--- src/rtl/calc_pkg.sv ---
// Shared definitions for the calculator sequencer: FSM state codes, operator
// codes, and the digit-code to seven-segment glyph mapping.
package calc_pkg;

  localparam logic [1:0] ST_LOAD_A = 2'd0;
  localparam logic [1:0] ST_LOAD_B = 2'd1;
  localparam logic [1:0] ST_CALC   = 2'd2;
  localparam logic [1:0] ST_SHOW   = 2'd3;

  localparam logic [1:0] OP_ADD = 2'b00;
  localparam logic [1:0] OP_SUB = 2'b01;
  localparam logic [1:0] OP_MUL = 2'b10;

  typedef logic [4:0] digit_code_t;

  localparam digit_code_t CODE_BLANK = 5'd16;
  localparam digit_code_t CODE_MINUS = 5'd17;

  localparam logic [7:0] GLYPH_BLANK = 8'hFF;
  localparam logic [7:0] GLYPH_MINUS = 8'hBF;

  // Active-low segments, bit0=a .. bit6=g, dp (bit7) always off.
  function automatic logic [7:0] glyph(input digit_code_t code);
    logic [7:0] g;
    g = GLYPH_BLANK;
    if (code == CODE_MINUS) begin
      g = GLYPH_MINUS;
    end else if (!code[4]) begin
      case (code[3:0])
        4'h0: g = 8'hC0;
        4'h1: g = 8'hF9;
        4'h2: g = 8'hA4;
        4'h3: g = 8'hB0;
        4'h4: g = 8'h99;
        4'h5: g = 8'h92;
        4'h6: g = 8'h82;
        4'h7: g = 8'hF8;
        4'h8: g = 8'h80;
        4'h9: g = 8'h90;
        4'hA: g = 8'h88;
        4'hB: g = 8'h83;
        4'hC: g = 8'hC6;
        4'hD: g = 8'hA1;
        4'hE: g = 8'h86;
        4'hF: g = 8'h8E;
        default: g = GLYPH_BLANK;
      endcase
    end
    return g;
  endfunction

endpackage

--- src/rtl/sseg_scan.sv ---
// Four-digit multiplexed seven-segment scanner: dwell counter, digit index,
// anode decode and a registered glyph that changes together with the anodes.
module sseg_scan
  import calc_pkg::*;
#(
  parameter int unsigned SCAN_DIV = 50000
) (
  input  logic        clk,
  input  logic        rst,
  input  digit_code_t digit0,
  input  digit_code_t digit1,
  input  digit_code_t digit2,
  input  digit_code_t digit3,
  output logic [7:0]  sseg_o,
  output logic [3:0]  anodes
);

  localparam int unsigned CW = (SCAN_DIV > 2) ? $clog2(SCAN_DIV) : 1;
  localparam logic [CW-1:0] CNT_LAST = CW'(SCAN_DIV - 1);

  logic [CW-1:0] cnt_q, cnt_d;
  logic [1:0]    idx_q, idx_d;
  logic [7:0]    sseg_q, sseg_d;
  digit_code_t   code_sel;

  always_comb begin
    cnt_d = cnt_q + CW'(1);
    idx_d = idx_q;
    if (cnt_q == CNT_LAST) begin
      cnt_d = '0;
      idx_d = idx_q + 2'd1;
    end
  end

  // Glyph is looked up for the index about to become active, so the new
  // segments land on the same edge as the new anode.
  always_comb begin
    code_sel = CODE_BLANK;
    case (idx_d)
      2'd0: code_sel = digit0;
      2'd1: code_sel = digit1;
      2'd2: code_sel = digit2;
      2'd3: code_sel = digit3;
      default: code_sel = CODE_BLANK;
    endcase
    sseg_d = glyph(code_sel);
  end

  always_ff @(posedge clk or posedge rst) begin
    if (rst) begin
      cnt_q  <= '0;
      idx_q  <= '0;
      sseg_q <= GLYPH_BLANK;
    end else begin
      cnt_q  <= cnt_d;
      idx_q  <= idx_d;
      sseg_q <= sseg_d;
    end
  end

  assign anodes = ~(4'b0001 << idx_q);
  assign sseg_o = sseg_q;

endmodule

--- src/rtl/calc_sequencer.sv ---
// Two-operand switch calculator: synchronized inputs, LOAD_A/LOAD_B/CALC/SHOW
// sequencing, unsigned arithmetic, and display content for the scanner.
module calc_sequencer
  import calc_pkg::*;
#(
  parameter int unsigned SCAN_DIV = 50000
) (
  input  logic       clk,
  input  logic       rst,
  input  logic [3:0] number,
  input  logic [1:0] op_sel,
  input  logic       enter,
  output logic [7:0] sseg_o,
  output logic [3:0] anodes
);

  logic       enter_s1_q, enter_s2_q, enter_prev_q;
  logic [3:0] num_s1_q, num_s2_q;
  logic [1:0] op_s1_q, op_s2_q;
  logic       enter_p;

  logic [1:0] state_q, state_d;
  logic [3:0] a_q, a_d, b_q, b_d;
  logic [1:0] op_q, op_d;
  logic [7:0] r_q, r_d;
  logic       neg_q, neg_d;

  logic [7:0] calc_r;
  logic       calc_neg;

  digit_code_t dig0, dig1, dig2, dig3;

  always_ff @(posedge clk or posedge rst) begin
    if (rst) begin
      enter_s1_q   <= 1'b0;
      enter_s2_q   <= 1'b0;
      enter_prev_q <= 1'b0;
      num_s1_q     <= '0;
      num_s2_q     <= '0;
      op_s1_q      <= '0;
      op_s2_q      <= '0;
    end else begin
      enter_s1_q   <= enter;
      enter_s2_q   <= enter_s1_q;
      enter_prev_q <= enter_s2_q;
      num_s1_q     <= number;
      num_s2_q     <= num_s1_q;
      op_s1_q      <= op_sel;
      op_s2_q      <= op_s1_q;
    end
  end

  assign enter_p = enter_s2_q & ~enter_prev_q;

  always_comb begin
    calc_neg = 1'b0;
    case (op_q)
      OP_SUB: begin
        if (a_q >= b_q) begin
          calc_r = {4'h0, a_q - b_q};
        end else begin
          calc_r   = {4'h0, b_q - a_q};
          calc_neg = 1'b1;
        end
      end
      OP_MUL:  calc_r = {4'h0, a_q} * {4'h0, b_q};
      default: calc_r = {4'h0, a_q} + {4'h0, b_q};
    endcase
  end

  // CALC always advances; a press landing there is simply not looked at.
  always_comb begin
    state_d = state_q;
    a_d     = a_q;
    b_d     = b_q;
    op_d    = op_q;
    r_d     = r_q;
    neg_d   = neg_q;
    case (state_q)
      ST_LOAD_A: begin
        if (enter_p) begin
          a_d     = num_s2_q;
          op_d    = op_s2_q;
          state_d = ST_LOAD_B;
        end
      end
      ST_LOAD_B: begin
        if (enter_p) begin
          b_d     = num_s2_q;
          state_d = ST_CALC;
        end
      end
      ST_CALC: begin
        r_d     = calc_r;
        neg_d   = calc_neg;
        state_d = ST_SHOW;
      end
      ST_SHOW: begin
        if (enter_p) state_d = ST_LOAD_A;
      end
      default: state_d = ST_LOAD_A;
    endcase
  end

  always_ff @(posedge clk or posedge rst) begin
    if (rst) begin
      state_q <= ST_LOAD_A;
      a_q     <= '0;
      b_q     <= '0;
      op_q    <= '0;
      r_q     <= '0;
      neg_q   <= 1'b0;
    end else begin
      state_q <= state_d;
      a_q     <= a_d;
      b_q     <= b_d;
      op_q    <= op_d;
      r_q     <= r_d;
      neg_q   <= neg_d;
    end
  end

  always_comb begin
    dig0 = {1'b0, num_s2_q};
    dig1 = CODE_BLANK;
    dig2 = CODE_BLANK;
    dig3 = CODE_BLANK;
    case (state_q)
      ST_LOAD_B, ST_CALC: dig3 = {1'b0, a_q};
      ST_SHOW: begin
        dig0 = {1'b0, r_q[3:0]};
        dig1 = {1'b0, r_q[7:4]};
        dig3 = neg_q ? CODE_MINUS : CODE_BLANK;
      end
      default: ;
    endcase
  end

  sseg_scan #(
    .SCAN_DIV(SCAN_DIV)
  ) u_scan (
    .clk    (clk),
    .rst    (rst),
    .digit0 (dig0),
    .digit1 (dig1),
    .digit2 (dig2),
    .digit3 (dig3),
    .sseg_o (sseg_o),
    .anodes (anodes)
  );

endmodule

--- config.mk ---
export PLATFORM = sky130hd
export DESIGN_NAME = calc_sequencer
export DESIGN_NICKNAME = d
export VERILOG_FILES = /design/src/rtl/calc_pkg.sv /design/src/rtl/sseg_scan.sv /design/src/rtl/calc_sequencer.sv
export SDC_FILE = /design/constraint.sdc
export NUM_CORES = 1
export LEC_CHECK = 0
export CORE_AREA = 4 4 111 113
export DETAILED_ROUTE_END_ITERATION = 7
export DIE_AREA = 0 0 115 117
export RECOVER_POWER = 100
export REMOVE_ABC_BUFFERS = 1
export SLEW_MARGIN = 25
export SYNTH_ARGS = -nofsm -noshare
export SYNTH_HDL_FRONTEND = slang
export SYNTH_SLANG_ARGS = --single-unit
--- constraint.sdc ---
create_clock -name clk -period 3.3 [get_ports clk]
set_clock_uncertainty 0.2 [all_clocks]
set_input_delay 0.33 -clock clk [delete_from_list [all_inputs] [get_ports clk]]
set_output_delay 0.33 -clock clk [all_outputs]
set_load 0.02 [all_outputs]
==> results.md <==
- Hold buffer count at cts: 0
- Total count of hold-check failures in the final report: 0
- Leakage power figure: between 0.002 and 0.0025 µW
- Depth of the CTS H-tree: 3
- Initial antenna violation count: 0
- Cell chosen for the clock root: clkbuf_16
- Detailed-route via count: ~2,600
- Transition time at the pin with the least slew margin: roughly 1500 ps
- Global-route usage over all layers: 12.2%
- Vertical die dimension: between 100 and 150 µm
- Post-route minimum period: just over 3000 ps
- Setup_tns: 0 ps
- Area of the mapped netlist: approximately 0.0038 mm²
- Final Net Count: approximately 450
- Synth unique cells: 50
- Hold WC Path Type: reg -> reg
- Register clock-pin slew on the reported worst setup and hold paths: about 50 ps
- Most frequent cells in the layout: dfrtp_1 (53), ha_1 (38), inv_1 (37)
- Startpoint-to-endpoint class of the critical path: reg -> reg
- Wire length of the first global-routing pass: between 10,000 and 15,000 µm
- Data required, critical path: about 3300 ps
- Number of max-slew violations in the final report: 0
- Fraction of final layout cells with drive strength greater than 1: between 10% and 20%
- Vias in the first global route: between 2,000 and 3,000
- TritonCTS clock tree: yes
- Area enclosed by the die boundary: ~0.013 mm²
- Pre-CTS WS: roughly 140 ps
- Post-detailed-placement half-perimeter wirelength: approximately 5600 µm
- Syn Inst Count: ~370
- Most frequent standard cell in the layout excluding fill and tap cells: dfrtp_1
- Pin count of the biggest net entering global routing: 62
- Avg Vias per Cell: about 4.8
- Finished Core Util: between 40% and 50%
- Post-Route WL: between 7000 and 8000 µm
- DR WL/cell: roughly 14 µm
- Weighted congestion at the end of routability-driven global placement: between 0.8 and 0.9
- Die width: roughly 120 µm
- Iteration-0 DRC Markers: 85
- Synth Area per Inst: 10.4 µm²
- Top-level port count: 21
- Count of warnings emitted by yosys: 0
- Register bit count reported by yosys: 61
- Port bufs: 19
- Initial core utilization: between 30% and 40%
- Cts bufs inserted: 9
- Slew Limit Headroom: ~1%
- Remaining number of nets flagged by the antenna check after routing: 0
- Achievable Freq: between 300 and 400 MHz
- Leftover overflow at the end of global routing: 0
- Post-route DRC violation count: 0
- Row cnt: 39
- Clock latency on the worst-skew pair: roughly 330 ps
- Antenna Diode Count: 0
- Outcome: finished, final reports clean
- Setup ws final: between 150 and 200 ps
- Share of the cycle needed by the critical path after routing: 94.0%
- Crit end category: flip-flop
- Power density over the cells: around 930 mW/mm²
- Area added between synthesis and finish: 19.8%
- Total setup violations reported at the end of the flow: 0
- Placeable core area: between 0.01 and 0.015 mm²
- Maximum net fanout on the critical path: 3
- Max-cap check violation count: 0
- First-pass DRT Iterations: 4
- Bufs on Longest Clock Path: 2
- Sequential share of the synthesized area: a little over 40%
- Slack of the worst reg-to-reg path: approximately 200 ps
- Startpoint kind of the worst setup timing path: flip-flop
- Clock sink total: 61
- Critical Path AT: around 3100 ps
- RSZ-0062 raised after global routing: no
- Worst IR Drop VDD: 429 µV
## logic make-up (layout without fill, tap and decap cells)
family | count (synthesis) | in the layout | share of synthesized area [%]
buf+inv | 49 | 86 | 5.33
flops | 61 | 61 | 40.4
fa+ha+maj | 45 | 45 | 16.2
xor+xnor | 19 | 19 | 4.38
other cells | 1 | 1 | 0.0986
simple gates | 106 | 106 | 14.1
mux | 28 | 28 | 8.09
compound gates | 58 | 58 | 11.5
## Yosys cell counts, drive strengths merged
cell     number  area [µm²]
or3           1        6.26
dfrtp        54        1350
xnor2         6        52.6
o211ai        2        15.0
buf           3        27.5
dfstp         7         184
and3          7        43.8
nand2        29         116
and2          6        37.5
xor2         13         114
o211a         1        10.0
clkbuf        7        26.3
or2           1        6.26
nor2         30         113
nor3          5        25.0
conb          1        3.75
mux2         19         214
nor4b         1        23.8
and4bb        2        25.0
nand4         1        6.26
and4          1        11.3
nand3        13        65.1
nor2b         7        43.8
o21ai        10        50.0
a221oi        4        58.8
mux2i         9        93.8
nand2b        2        12.5
a2111oi       1        27.5
ha           38         475
a31oi         2        12.5
fa            7         140
a21o          9        67.6
a221o         5        51.3
a22oi         3        22.5
a21oi        13        65.1
inv          39         149
o22ai         6        37.5
o221ai        1        8.76
a31o          1        8.76
## through the flow
stage	hold slack, ps	area, µm²	cells	total power (µW)
global placement	132	4200	530	3160
finish	145	4550	547	4260
CTS	146	4550	546	4310
floorplan	131	3750	357	2610
detailed placement	135	4200	530	3190
global route	158	4550	547	4630
## layer usage
layer	part of all wire (%)	up-vias	global-route usage (%)
met5	0	-	0
met2	49	32	19.8
met4	1.7	0	5.32
li1	-	1316	-
met1	47	1269	15.8
met3	2.5	10	2.88
## state kept, by name, indices dropped and copies added, names as in the netlist
name,flops
u_scan.sseg_o,7
r_q,8
u_scan.idx_q,2
op_s1_q,2
num_s2_q,4
b_q,4
num_s1_q,4
enter_prev_q,1
enter_s2_q,1
neg_q,1
state_q,2
enter_s1_q,1
op_q,2
a_q,4
op_s2_q,2
u_scan.cnt_q,16
## what timing repair did
item                                   CTS  global route
setup endpoints to repair                0             1
setup buffers                            0             1
endpoints found under the hold margin    0             0
gates resized for setup                  0             3
## critical path: stages, from the launching register on
cell and delay [ps]:
dfrtp_1 400, inv_1 130, ha_1 160, inv_1 60, fa_1 380, a21o_1 170, a21o_1 170, a21oi_1 240
buf_4 180, mux2i_1 210, xnor2_1 90, a221oi_1 390, o22ai_1 160
## path summary, 6_finish.rpt
path,startpoint,to,depth (start not counted)
hold / removal,num_s1_q[2],num_s2_q[2],0
hold reg to reg,num_s1_q[2],num_s2_q[2],0
setup / recovery,a_q[0],r_q[2],12
max in group asynchronous,rst,b_q[2],3
min in group asynchronous,rst,state_q[1],3
setup reg to reg,a_q[0],r_q[2],12
## area by class of cell
class	instances	area, µm²
multi-input combinational	257	2070
clock inverter	6	110
timing repair buffer	31	270
tap	143	179
sequential	61	1540
clock buffer	10	239
inverter	39	149
fill	1093	6770
## where the power goes
group / total (µW) / internal (µW) / leakage, µW / switching [µW]
Combinational: 2110 / 946 / 0.00123 / 1170
Sequential: 1060 / 946 / 0.000742 / 113
Clock: 1090 / 756 / 0.000165 / 331
Total: 4260 / 2650 / 0.00214 / 1610
(Power assumes the default switching activity.)
